### config.mk
export PLATFORM = sky130hd
export DESIGN_NAME = mem_access_ctrl
export DESIGN_NICKNAME = d
export VERILOG_FILES = /design/src/rtl/mem_access_ctrl_pkg.sv /design/src/rtl/mem_access_ctrl_sat_counter.sv /design/src/rtl/mem_access_ctrl.sv
export SDC_FILE = /design/constraint.sdc
export NUM_CORES = 1
export LEC_CHECK = 0
export BUFFER_PORTS_ARGS = -buffer_cell sky130_fd_sc_hd__buf_2
export CAP_MARGIN = 25
export CORE_MARGIN = 4
export CORE_UTILIZATION = 46
export DETAILED_ROUTE_END_ITERATION = 7
export PLACE_DENSITY = 0.95
export SKIP_LAST_GASP = 1
export SYNTH_ARGS = -nofsm -noshare
export SYNTH_HDL_FRONTEND = slang
export SYNTH_HIERARCHICAL = 1
export SYNTH_SLANG_ARGS = --single-unit
### constraint.sdc
create_clock -name clk -period 5.3 [get_ports clk]
set_input_delay 1.06 -clock clk [delete_from_list [all_inputs] [get_ports clk]]
set_output_delay 1.06 -clock clk [all_outputs]
set_load 0.01 [all_outputs]
### src/rtl/mem_access_ctrl_pkg.sv
// rtl/mem_access_ctrl_pkg.sv - shared opcodes and FSM encoding for the memory-stage controller
package mem_access_ctrl_pkg;

  localparam logic [3:0] OPC_LW = 4'b1000;
  localparam logic [3:0] OPC_SW = 4'b1001;

  typedef enum logic [1:0] {
    ST_IDLE = 2'd0,
    ST_WAIT = 2'd1,
    ST_DONE = 2'd2
  } state_t;

  function automatic logic is_mem_op(input logic [3:0] opc);
    return (opc == OPC_LW) || (opc == OPC_SW);
  endfunction

endpackage

### src/rtl/mem_access_ctrl_sat_counter.sv
// rtl/mem_access_ctrl_sat_counter.sv - clearable up-counter that holds at all-ones
module sat_counter #(
  parameter int W = 16
) (
  input  logic         clk,
  input  logic         clr,
  input  logic         inc,
  output logic [W-1:0] cnt
);

  always_ff @(posedge clk) begin
    if (clr) begin
      cnt <= '0;
    end else if (inc && (cnt != {W{1'b1}})) begin
      cnt <= cnt + W'(1);
    end
  end

endmodule

### src/rtl/mem_access_ctrl.sv
// rtl/mem_access_ctrl.sv - MEM-stage LW/SW sequencer against a variable-latency data memory
module mem_access_ctrl
  import mem_access_ctrl_pkg::*;
#(
  parameter int TIMEOUT = 16,
  parameter int CNT_W   = 16
) (
  input  logic             clk,
  input  logic             rst,
  input  logic [15:0]      instr,
  input  logic [15:0]      alu_result,
  input  logic [15:0]      dataIn,
  input  logic [3:0]       dstReg,
  output logic             mem_req,
  output logic             mem_we,
  output logic [15:0]      mem_addr,
  output logic [15:0]      mem_wdata,
  input  logic [15:0]      mem_rdata,
  input  logic             mem_ack,
  output logic             stall_en,
  output logic [15:0]      wb_data,
  output logic [3:0]       wb_dst,
  output logic             mem_err,
  output logic [CNT_W-1:0] stall_cnt
);

  localparam int TW = $clog2(TIMEOUT);
  localparam logic [TW-1:0] TO_LAST = TW'(TIMEOUT - 1);

  state_t        state, state_nxt;
  logic [15:0]   data_q;
  logic [TW-1:0] to_cnt;
  logic [3:0]    opcode;
  logic          is_mem;
  logic          is_sw;
  logic          to_hit;
  logic          unused_instr_bits;

  assign opcode            = instr[15:12];
  assign is_mem            = is_mem_op(opcode);
  assign is_sw             = (opcode == OPC_SW);
  assign to_hit            = (to_cnt == TO_LAST);
  assign unused_instr_bits = ^instr[11:0];

  // Address/data/direction come straight from EX/MEM, which is frozen while stalled.
  assign mem_addr  = {alu_result[15:1], 1'b0};
  assign mem_wdata = dataIn;
  assign mem_we    = is_sw;
  assign wb_dst    = dstReg;

  always_ff @(posedge clk) begin
    if (rst) begin
      state   <= ST_IDLE;
      data_q  <= '0;
      to_cnt  <= '0;
      mem_err <= 1'b0;
    end else begin
      state <= state_nxt;
      case (state)
        ST_IDLE: to_cnt <= '0;
        ST_WAIT: begin
          to_cnt <= to_cnt + TW'(1);
          // An ack on the last allowed cycle still counts as a successful access.
          if (mem_ack) begin
            data_q <= is_sw ? 16'h0000 : mem_rdata;
          end else if (to_hit) begin
            data_q  <= 16'h0000;
            mem_err <= 1'b1;
          end
        end
        default: ;
      endcase
    end
  end

  always_comb begin
    state_nxt = state;
    stall_en  = 1'b0;
    mem_req   = 1'b0;
    wb_data   = alu_result;
    case (state)
      ST_IDLE: begin
        if (is_mem) begin
          stall_en  = 1'b1;
          state_nxt = ST_WAIT;
        end
      end
      ST_WAIT: begin
        stall_en = 1'b1;
        mem_req  = 1'b1;
        if (mem_ack || to_hit) begin
          state_nxt = ST_DONE;
        end
      end
      ST_DONE: begin
        wb_data   = data_q;
        state_nxt = ST_IDLE;
      end
      default: state_nxt = ST_IDLE;
    endcase
  end

  sat_counter #(.W(CNT_W)) u_stall_cnt (
    .clk (clk),
    .clr (rst),
    .inc (stall_en),
    .cnt (stall_cnt)
  );

endmodule

# ---- After elaboration in Yosys (flattened, before gate mapping)
# Index checks and enable logic that the tools add are counted.
dict set report totals {
  in_bits 71
  register_bits 39
  word_cells 36
  out_inout_bits 72
}
dict set report classes {
  reduce_logical 9
  n_eq_ne 8
  mux 11
  addsub 2
  bitwise_logic 1
}
# operator count
set ops {}
lappend ops {{$mux 16} 4}
lappend ops {{$add 16x1->16 const B} 1}
lappend ops {{$ne 16x16->1 const B} 1}
lappend ops {{$eq 4x4->1 const B} 3}
lappend ops {{$pmux 4 s2} 1}
lappend ops {{$add 4x1->4 const B} 1}
lappend ops {{$mux 2} 2}
lappend ops {{$ne 2x2->1 const B} 2}
lappend ops {{$pmux 2 s2} 1}
lappend ops {{$reduce_and 2->1} 2}
lappend ops {{$reduce_bool 2->1} 2}
lappend ops {{$reduce_and 3->1} 1}
lappend ops {{$eq 2x1->1 const B} 1}
lappend ops {{$eq 2x2->1 const B} 1}
lappend ops {{$logic_not 2->1} 1}
lappend ops {{$logic_or 1x1->1} 2}
lappend ops {{$mux 1} 2}
lappend ops {{$pmux 1 s2} 1}
lappend ops {{$logic_and 1x1->1} 1}
lappend ops {{$not 1->1} 1}

# ---- Logic depth before layout (Yosys ltp)
# Gate-level depths: netlist (run 1).
dict set report depth {
  ltp_word 5
  mapped_depth 7
  depth_no_buf 7
}

# ---- Hierarchy
# The synthesis (run 1) kept the hierarchy.
# module area_per_inst_um2 cells_each seq_area_each_um2 n_inst
set by_module_without_submodules {}
lappend by_module_without_submodules {mem_access_ctrl 1338.8 129 460.4 1}
lappend by_module_without_submodules {sat_counter 848.3 99 320.3 1}

# ---- Worst setup path after synthesis (run 1)
# Ideal clock, no wire load.
dict set report synth_timing {
  kind {input to output}
  startpoint {input port instr[13]}
  endpoint {output port stall_en}
  required_ps 4240
  stages 3
  path_buffers 0
  setup_slack_ps 2582
  arrival_time_ps 1658
  path_cell_list {nor3b_1 > nor2_1 > nor2_1}
}
dict set report synth_via {
  elab_chain_len 4
  word_cells_on_any_way 5
  classes_between {2 x eq/ne; 2 x mux; 1 x reduce/logical}
}
# item line_no
set synth_lines {}
lappend synth_lines {{start: declaration} mem_access_ctrl.sv:10} ;# input logic [15:0] instr,
lappend synth_lines {{$eq 4x4->1} mem_access_ctrl_pkg.sv:14} ;# return (opc == OPC_LW) || (opc == OPC_SW);
lappend synth_lines {{$logic_or 1x1->1 (*)} mem_access_ctrl_pkg.sv:14}
lappend synth_lines {{$mux 1 (*)} mem_access_ctrl.sv:83} ;# if (is_mem) begin
lappend synth_lines {{$pmux 1 s2 (*)} mem_access_ctrl.sv:81} ;# case (state)
lappend synth_lines {{end: declaration} mem_access_ctrl.sv:20} ;# output logic stall_en,
# Mark *: on every way between the ends. The rest lies on a longest branch, timed or not.

# ---- Final worst setup path (run 1)
# Ends and elaborated chain as after synthesis.

==> results of run 1 <==
-- per-stage QoR --
step | setup WS, ns | power (µW) | area (µm²)
detailed placement | 2.126 | 375.8 | 2366
CTS | 2.125 | 595.6 | 2466
global route | 2.033 | 609.9 | 2466
global placement | 2.116 | 374.1 | 2366
floorplan | 2.582 | 366.4 | 2187
finish | 2.117 | 584.5 | 2466
-- state kept, by name, summed over array words and instances (netlist names) --
signal           flops
data_q              16
to_cnt               4
mem_err              1
u_stall_cnt/cnt     16
state                2
-- cell usage in the layout (no fill, tap or decap), types with 3 or more instances in the layout --
cell / netlist / final
or3_1: 3 / 3
o31ai_1: 6 / 6
nand2_1: 8 / 8
buf_2: 4 / 89
dfxtp_1: 39 / 39
nand4_1: 3 / 3
nor2_1: 11 / 11
o21ai_0: 5 / 5
nor3_1: 4 / 4
nand3_1: 8 / 8
or4_1: 7 / 7
clkbuf_8: 0 / 7
inv_1: 4 / 4
a22o_2: 16 / 16
and4_1: 3 / 3
nor2b_1: 3 / 3
nor3b_1: 3 / 3
a21oi_1: 11 / 11
mux2_2: 17 / 17
-- worst max-delay path, delay by kind of cell --
| family | cells | cell delay [ns] |
|---|---|---|
| buffers and inverters | 2 | 0.32 |
| AND/OR/NAND/NOR | 3 | 0.74 |
-- routing by layer --
metal / vias to the layer above / track usage, %
li1: 906 / -
met1: 869 / 17.38
met2: 91 / 30.57
met3: 6 / 6.089
met4: 0 / 5.616
met5: - / 0
-- power groups by stage --
stage	registers (µW)	clock network [µW]	logic, µW
floorplan	307	0	59.1
global placement	308	0	66.5
detailed placement	308	0	67.9
CTS	301	226	68.1
global route	302	235	73.5
finish	301	216	67.5
-- kinds of logic (layout without fill, tap and decap cells) --
kind of cell / after synthesis / count (layout) / share of synthesized area (%)
fa+ha+maj: 2 / 2 / 1.144
simple gates: 67 / 67 / 20.20
buf+inv: 51 / 102 / 16.02
other cells: 1 / 1 / 0.1715
flops: 39 / 39 / 35.70
mux: 19 / 19 / 9.668
compound gates: 47 / 47 / 16.30
xor+xnor: 2 / 2 / 0.8011
-- path summary, 6_finish.rpt --
kind / end / cells after the start
max: stall_en / 5
min: data_q[10]$_SDFFE_PP0P_ / 1
max reg2reg: u_stall_cnt/cnt[11]$_SDFFE_PP0P_ / 5
min reg2reg: data_q[10]$_SDFFE_PP0P_ / 1
-- cell type report --
| class | count | area (µm²) | area share, % |
|---|---|---|---|
| multi-input combinational | 138 | 1056 | 42.82 |
| timing repair buffer | 89 | 445.4 | 18.06 |
| tap | 52 | 65.06 | 2.638 |
| clock buffer | 8 | 100.1 | 4.059 |
| sequential | 39 | 780.7 | 31.66 |
| inverter | 5 | 18.77 | 0.7610 |
==> impl_metrics.csv, run 1 <==
group,metric,value,unit
run_status,status,"finished clean",
sta,tightest_slew,0.8151,ns
detailed_routing,detail_route.iter0.violations,71,
detailed_routing,wl_met1,2052,µm
clocking,path_clk_slew,0.07,ns
synth,netlist_top_cells_area,"dfxtp_1, buf_4, mux2_2, a22o_2, a21oi_1",
pwr,p_int,448.7,µW
layout,syn_to_final_growth,12.76,%
layout,drive_gt1_share,49.82,%
clocking,cts_root_buf,"clkbuf_8",
clocking,clkSinkCount,39,
layout,fin_nets,351,
detailed_routing,top_layer,"met4",
synth,synth-edff-count,0,
flow_run,maxCapViolCount,0,
synth,netlist_area,2187,µm²
sta,slew_viol_final,0,
clocking,cts_made_buffers,5,
global_routing,grt_pass1_wl,8107,µm
pwr,peakVddDrop,0.1223,mV
clocking,hold_buffers,0,
clocking,cts_tree,"done",
synth,avgSynthCellArea,9.593,µm²
critical_path,crit_start,"instr[13]",
pwr,power_density,237.0,nW/µm²
synth,async_reset_ff_share,0,%
sta,slew_headroom,45.25,%
sta,rsz0062_at_grt,"no",
critical_path,cpPeakStageDelay,0.39,ns
global_routing,grt.overflow.total,0,
sta,clock.fmax,314.2,MHz
critical_path,worstPathArrival,2.12,ns
clocking,h-tree-depth,2,
critical_path,timing.rr.start,"state[0]$_SDFFE_PP0P_",
critical_path,path_cells,"buf_2 -> nor3b_1 -> nor2_1 -> nor2_1 -> buf_2",
synth,synth_cell_types,46,
sta,finalHoldViolCount,0,
synth,synth_most_common_cell,"dfxtp_1",
detailed_routing,wl_met2,2466,µm
layout,utilization,55.12,%
min_path,hp-start,"data_q[10]$_SDFFE_PP0P_",
pwr,cellLeakagePower,0.001074,µW
sta,timing.setup.tns,0,ns
critical_path,crit_path_end_kind,"output pin",
synth,synth_seq_cells,39,
floorplanning,die_w,76.96,µm
sta,whs,0.4779,ns
placement,gp_congestion,0.8233,
sta,fin_worst_skew,0.004012,ns
clocking,clock_path_buffers,2,
global_routing,grt_usage,16.66,%
clocking,cts_resized,0,
global_routing,grt_max_degree,27,
pwr,pwr-share-seq,51.5,%
detailed_routing,drt-vias-per-instance,5.656,
detailed_routing,wire_per_inst,15.16,µm
synth,syn_inst,228,
clocking,clock_latency,0.28,ns
sta,post-route-period-util,60.06,%
layout,fillerInstances,401,
floorplanning,num_rows,24,
placement,dp.cells,323,
synth,synth_top_area_cell,"dfxtp_1",
pwr,switching_share,23.23,%
critical_path,critPathKind,"primary input to output pin",
detailed_routing,drc,0,
sta,setup_viol,0,
synth,synth_commonest_cells,"dfxtp_1, buf_4, mux2_2",
global_routing,antenna_found_initial,0,
critical_path,cp.required,4.24,ns
synth,ys_seq_area_share,35.70,%
detailed_routing,num_vias,1872,
clocking,post_cts_buffers,0,
floorplanning,fp.dieH,76.96,µm
sta,finalCriticalPeriod,3.183,ns
critical_path,path_max_fanout,8,
placement,dp_hpwl,3792,µm
pwr,p_switching,135.8,µW
floorplanning,start_util,48.88,%
detailed_routing,drt_first_pass_iters,4,
pwr,pwr-share-comb,11.5,%
placement,port_buffers,89,
critical_path,critical-path-slowest-cell,"nor2_1",
synth,synth.top_cell.area_share,35.70,%
synth,syn_nets,301,
detailed_routing,wl_met3,456,µm
global_routing,grt_pass1_vias,1780,
floorplanning,core-area,4474,µm²
synth,synth_warnings,6,
detailed_routing,ant_nets,0,
floorplanning,io_pins,143,
critical_path,r2r_setup_slack,3.16,ns
layout,diodes,0,
min_path,hp-class,"flip-flop to flip-flop",
critical_path,cp-start-kind,"primary input",
floorplanning,die-area,5922,µm²
pwr,power_frac_clock,36.9,%
synth,synthFlopType,"dfxtp_1",
detailed_routing,postRouteWirelength,5018,µm
layout,final-instance-count-excl-fill,331,
No activity file was read; power rests on OpenSTA's default activity.
==> inputs of run 2 (changes only) <==
--- a/config.mk
+++ b/config.mk
@@ -5,12 +5,13 @@
 export SDC_FILE = /design/constraint.sdc
 export NUM_CORES = 1
 export LEC_CHECK = 0
+export ABC_AREA = 1
 export BUFFER_PORTS_ARGS = -buffer_cell sky130_fd_sc_hd__buf_2
 export CAP_MARGIN = 25
 export CORE_MARGIN = 4
-export CORE_UTILIZATION = 46
+export CORE_UTILIZATION = 44
 export DETAILED_ROUTE_END_ITERATION = 7
-export PLACE_DENSITY = 0.95
+export PLACE_DENSITY = 0.89
 export SKIP_LAST_GASP = 1
 export SYNTH_ARGS = -nofsm -noshare
 export SYNTH_HDL_FRONTEND = slang
==> constraint.sdc (replaced) <==
create_clock -name clk -period 3.1 [get_ports clk]
set_input_delay 0.62 -clock clk [delete_from_list [all_inputs] [get_ports clk]]
set_output_delay 0.62 -clock clk [all_outputs]
set_load 0.01 [all_outputs]
==> run 2 against run 1 <==
- hold slack lost 0.025 ns
- combinational power increased by 110%
- non-clock buffer count is 1 higher
- critical path depth fell by 2
- largest cell class unchanged
- synthesized area grew 14%
==> impl_metrics.csv, run 2 <==
group,metric,value,unit
synth,netlist_area,2496,µm²
sta,tightest_slew,0.8345,ns
detailed_routing,ant_nets,0,
sta,setup_ws,0.6459,ns
synth,synth_commonest_cells,"nand2_1, nor2_1, dfxtp_1",
critical_path,r2r_cells,9,
clocking,h-tree-depth,2,
clocking,clock_path_buffers,2,
pwr,cellLeakagePower,0.001461,µW
clocking,cts_root_buf,"clkbuf_8",
placement,dp_hpwl,4439,µm
synth,synthFlopType,"dfxtp_1",
synth,netlist_top_cells_area,"dfxtp_1, nand2_1, nor2_1, buf_4, inv_1",
layout,fin_nets,525,
layout,fillerInstances,567,
layout,fin_area,2795,µm²
layout,reg_top3,"data_q (16), u_stall_cnt/cnt (16), to_cnt (4)",
floorplanning,die-area,6942,µm²
detailed_routing,num_vias,2455,
layout,multi_input_area,1237,µm²
detailed_routing,detail_route.iter0.violations,113,
global_routing,grt_pass1_wl,9515,µm
sta,timing.setup.tns,0,ns
sta,post-route-period-util,79.16,%
sta,rsz0062_at_grt,"no",
critical_path,path_max_fanout,32,
critical_path,cp-start-kind,"flip-flop",
pwr,power_density,377.1,nW/µm²
synth,async_reset_ff_share,0,%
floorplanning,start_util,45.33,%
run_status,status,"finished clean",
synth,avgSynthCellArea,6.194,µm²
min_path,hp-class,"flip-flop to flip-flop",
floorplanning,core-area,5507,µm²
synth,synth_seq_cells,39,
synth,synth_warnings,6,
pwr,peakVddDrop,0.3097,mV
critical_path,timing.rr.start,"state[1]$_SDFFE_PP0P_",
floorplanning,io_pins,143,
detailed_routing,drt_first_pass_iters,4,
critical_path,crit_start,"state[1]$_SDFFE_PP0P_",
synth,synth_cell_types,25,
clocking,clock_latency,0.28,ns
detailed_routing,drt-vias-per-instance,4.685,
synth,synth_top_area_cell,"dfxtp_1",
critical_path,critPathKind,"flip-flop to output pin",
clocking,clkSinkCount,39,
critical_path,critPathCapture,"wb_data[5]",
floorplanning,num_rows,27,
global_routing,grt_max_degree,34,
layout,final_cell_mix,"nand2_1, nor2_1, buf_2",
synth,synth_most_common_cell,"nand2_1",
detailed_routing,wire_per_inst,10.76,µm
critical_path,cp.required,2.48,ns
sta,finalCriticalPeriod,2.454,ns
synth,syn_inst,403,
layout,diodes,0,
clocking,path_clk_slew,0.07,ns
global_routing,grt_pass1_vias,2232,
synth,synth-edff-count,0,
global_routing,grt.overflow.total,0,
synth,synth.top_cell.area_share,31.28,%
sta,fin_worst_skew,0.006739,ns
clocking,cts_tree,"done",
critical_path,r2r_setup_slack,1.28,ns
flow_run,maxCapViolCount,0,
critical_path,worstPathArrival,1.83,ns
layout,final_common_cell,"nand2_1",
sta,setup_viol,0,
detailed_routing,postRouteWirelength,5638,µm
clocking,hold_buffers,0,
detailed_routing,drc,0,
global_routing,antenna_found_initial,0,
floorplanning,fp.dieH,83.32,µm
floorplanning,die_w,83.32,µm
placement,gp_congestion,0.8679,
pwr,finalPower,1054,µW
layout,syn_to_final_growth,11.98,%
clocking,cts_resized,0,
sta,finalHoldViolCount,0,
placement,dpl_cell_area,2693,µm²
placement,port_buffers,89,
clocking,cts_made_buffers,5,
global_routing,grt_usage,15.96,%
sta,slew_headroom,44.24,%
synth,syn_nets,476,
layout,register_area,780.7,µm²
critical_path,crit_path_end_kind,"output pin",
layout,drive_gt1_share,25.44,%
synth,ys_seq_area_share,31.28,%
sta,clock.fmax,407.5,MHz
critical_path,r2r_end,"u_stall_cnt/cnt[13]$_SDFFE_PP0P_",
sta,slew_viol_final,0,
placement,dp_slack,0.9179,ns
clocking,post_cts_buffers,0,
## run 2: cell families after synthesis
| group | Yosys count | share of synthesized area (%) |
|---|---|---|
| and+or+nand+nor | 249 | 42.46 |
| AOI/OAI and AO/OA | 29 | 5.965 |
| adders and majority gates | 2 | 1.002 |
| other | 1 | 0.1502 |
| buffers and inverters | 83 | 19.15 |
| DFF | 39 | 31.28 |
## run 2: how the worst min path moves through the flow
| stage | startpoint | to | slack (ns) | cells past startpoint |
|---|---|---|---|---|
| floorplan | to_cnt[0]$_SDFFE_PP0P_ | to_cnt[0]$_SDFFE_PP0P_ | 0.46 | 2 |
| global placement | mem_err$_SDFFE_PP0P_ | mem_err$_SDFFE_PP0P_ | 0.44 | 2 |
| detailed placement | mem_err$_SDFFE_PP0P_ | mem_err$_SDFFE_PP0P_ | 0.45 | 2 |
| CTS | mem_err$_SDFFE_PP0P_ | mem_err$_SDFFE_PP0P_ | 0.46 | 2 |
| global route | mem_err$_SDFFE_PP0P_ | mem_err$_SDFFE_PP0P_ | 0.50 | 2 |
| finish | mem_err$_SDFFE_PP0P_ | mem_err$_SDFFE_PP0P_ | 0.45 | 2 |
## run 2: final cells by class
type	count	share of cell area, %
Multi-Input combinational cell	281	44.27
Sequential cell	39	27.93
Timing Repair Buffer	90	16.20
Inverter	35	4.700
Tap cell	72	3.223
Clock buffer	6	2.596
Clock inverter	1	1.074
## run 2: per-layer routing
metal	global-route usage [%]	wire length (µm)	vias up
li1	-	-	1289
met1	19.00	2390	1094
met2	28.64	2882	68
met3	3.671	324	4
met4	4.160	40	0
met5	0	0	-
## run 2: power breakdown
group	total (µW)	internal, µW	switching [µW]
Clock	396	236	160
Combinational	143	59.1	84.2
Sequential	515	510	4.90
Total	1050	805	249
## run 2: metrics by stage
stage,utilization (%),hold slack (ns),instances
finish,50.76,0.4527,524
floorplan,-,0.4569,403
CTS,50.76,0.4583,524
global route,50.76,0.4962,524
global placement,48.90,0.4401,517
detailed placement,48.90,0.4473,517
## run 2: critical path: stages, from the launching register on
cell     delay, ns
dfxtp_1       0.46
nand2_1       0.54
o21ai_0       0.36
buf_2         0.18
==> inputs of run 3 (changes only) <==
--- a/config.mk
+++ b/config.mk
@@ -9,9 +9,9 @@
 export BUFFER_PORTS_ARGS = -buffer_cell sky130_fd_sc_hd__buf_2
 export CAP_MARGIN = 25
 export CORE_MARGIN = 4
-export CORE_UTILIZATION = 44
+export CORE_UTILIZATION = 40
 export DETAILED_ROUTE_END_ITERATION = 7
-export PLACE_DENSITY = 0.89
+export PLACE_DENSITY = 0.86
 export SKIP_LAST_GASP = 1
 export SYNTH_ARGS = -nofsm -noshare
 export SYNTH_HDL_FRONTEND = slang
==> constraint.sdc (replaced) <==
create_clock -name clk -period 2.2 [get_ports clk]
set_input_delay 0.44 -clock clk [delete_from_list [all_inputs] [get_ports clk]]
set_output_delay 0.44 -clock clk [all_outputs]
set_load 0.01 [all_outputs]
==> run 3 against run 2 <==
- count of clock-buffer cells in the layout grew 1
- global-route usage is 0.47 points lower
- via count is 0.81% higher
- sequential power grew 41%
- largest cell class unchanged
- largest power group unchanged
==> impl_metrics.csv, run 3 (synthesis gave the netlist of run 2 again) <==
group,metric,value,unit
sta,whs,0.4193,ns
layout,syn_to_final_growth,11.88,%
clocking,hold_buffers,0,
clocking,cts_made_buffers,5,
sta,finalCriticalPeriod,1.960,ns
placement,dp.cells,522,
clocking,cts_resized,0,
placement,gp_congestion,0.8850,
critical_path,path_max_fanout,9,
run_status,status,"finished clean",
clocking,h-tree-depth,2,
floorplanning,io_pins,143,
layout,diodes,0,
layout,final_cell_mix,"nand2_1, nor2_1, buf_2",
layout,final_common_cell,"nand2_1",
critical_path,crit_path_end_kind,"output pin",
floorplanning,fp.dieH,87.00,µm
sta,setup_viol,0,
critical_path,r2r_cells,10,
layout,reg_top3,"data_q (16), u_stall_cnt/cnt (16), to_cnt (4)",
global_routing,antenna_found_initial,0,
floorplanning,num_rows,28,
sta,tightest_slew,0.5011,ns
global_routing,grt.overflow.total,0,
layout,drive_gt1_share,25.71,%
clocking,clock_latency,0.28,ns
floorplanning,start_util,41.67,%
global_routing,grt_pass1_vias,2185,
detailed_routing,drt-vias-per-instance,4.670,
global_routing,grt_max_degree,34,
detailed_routing,drt_first_pass_iters,4,
clocking,post_cts_buffers,0,
layout,fin_nets,527,
layout,fillerInstances,636,
critical_path,cp.required,1.76,ns
floorplanning,die-area,7568,µm²
flow_run,maxCapViolCount,0,
global_routing,grt_pass1_wl,9556,µm
critical_path,cpPeakStageDelay,0.38,ns
sta,slew_headroom,66.55,%
critical_path,path_cells,"nor2_1 -> nand4_1 -> nand2_1 -> buf_2",
global_routing,grt_usage,15.49,%
clocking,clkSinkCount,39,
floorplanning,die_w,87.00,µm
clocking,cts_root_buf,"clkbuf_8",
layout,fin_area,2793,µm²
pwr,peakVddDrop,0.3047,mV
min_path,hp-class,"primary input to flip-flop",
layout,utilization,46.62,%
pwr,cellLeakagePower,0.001461,µW
sta,rsz0062_at_grt,"no",
placement,dpl_cell_area,2711,µm²
pwr,power_density,498.0,nW/µm²
detailed_routing,ant_nets,0,
detailed_routing,wire_per_inst,10.94,µm
placement,port_buffers,89,
layout,final-instance-count-excl-fill,530,
critical_path,cp-start-kind,"flip-flop",
clocking,clock_path_buffers,2,
clocking,path_clk_slew,0.08,ns
sta,slew_viol_final,0,
critical_path,critPathKind,"flip-flop to output pin",
sta,clock.fmax,510.3,MHz
placement,dp_hpwl,4454,µm
detailed_routing,num_vias,2475,
sta,fin_worst_skew,0.007811,ns
sta,post-route-period-util,89.07,%
layout,multi_input_area,1237,µm²
critical_path,critical-path-slowest-cell,"dfxtp_1",
sta,timing.setup.tns,0,ns
layout,register_area,780.7,µm²
clocking,cts_tree,"done",
detailed_routing,drc,0,
min_path,min_path_cells,2,
detailed_routing,detail_route.iter0.violations,186,
floorplanning,core-area,5991,µm²
sta,finalHoldViolCount,0,
detailed_routing,postRouteWirelength,5799,µm
critical_path,worstPathArrival,1.52,ns
critical_path,r2r_setup_slack,0.34,ns
## run 3: cell count changes in the layout (fill, tap and decap cells not counted)
cell / previous run / this run
buf_4: 1 / 3
bufinv_16: 1 / 0
clkbuf_1: 1 / 2
clkinv_2: 0 / 1
## run 3: critical path: cells and delay by family, from the launching register on
kind	cells	cell delay, ns
flip-flops	1	0.38
buffers and inverters	1	0.20
AND/OR/NAND/NOR	3	0.66
## run 3: path summary, 6_finish.rpt
kind | startpoint | endpoint
setup / recovery | state[1]$_SDFFE_PP0P_ | stall_en
setup reg to reg | state[1]$_SDFFE_PP0P_ | u_stall_cnt/cnt[14]$_SDFFE_PP0P_
hold reg to reg | mem_err$_SDFFE_PP0P_ | mem_err$_SDFFE_PP0P_
hold / removal | rst | to_cnt[1]$_SDFFE_PP0P_
## run 3: area by class of cell
| type | count | area share, % |
|---|---|---|
| clock buffer | 7 | 2.733 |
| clock inverter | 1 | 0.1792 |
| inverter | 35 | 4.704 |
| timing repair buffer | 92 | 16.76 |
| sequential | 39 | 27.96 |
| multi-input combinational | 281 | 44.31 |
| tap | 75 | 3.360 |
## run 3: layer usage
metal | GRT usage (%) | wire [µm] | part of all wire (%)
met5 | 0 | 0 | 0
met4 | 5.524 | 43 | 0.74
met3 | 3.217 | 370 | 6.4
met2 | 27.61 | 3030 | 52
met1 | 18.18 | 2354 | 41
## run 3: report_power, final
part / switching [µW] / internal (µW) / leakage [µW]
Combinational: 119 / 84.9 / 0.00110
Clock: 239 / 223 / 0.0000422
Sequential: 6.81 / 719 / 0.000315
## run 3: through the flow
| stage | setup WS, ns | power [µW] |
|---|---|---|
| floorplan | 0.5593 | 918.2 |
| global route | 0.1012 | 1472 |
| CTS | 0.2245 | 1410 |
| detailed placement | 0.3549 | 947.4 |
| finish | 0.2404 | 1391 |
| global placement | 0.3815 | 942.0 |
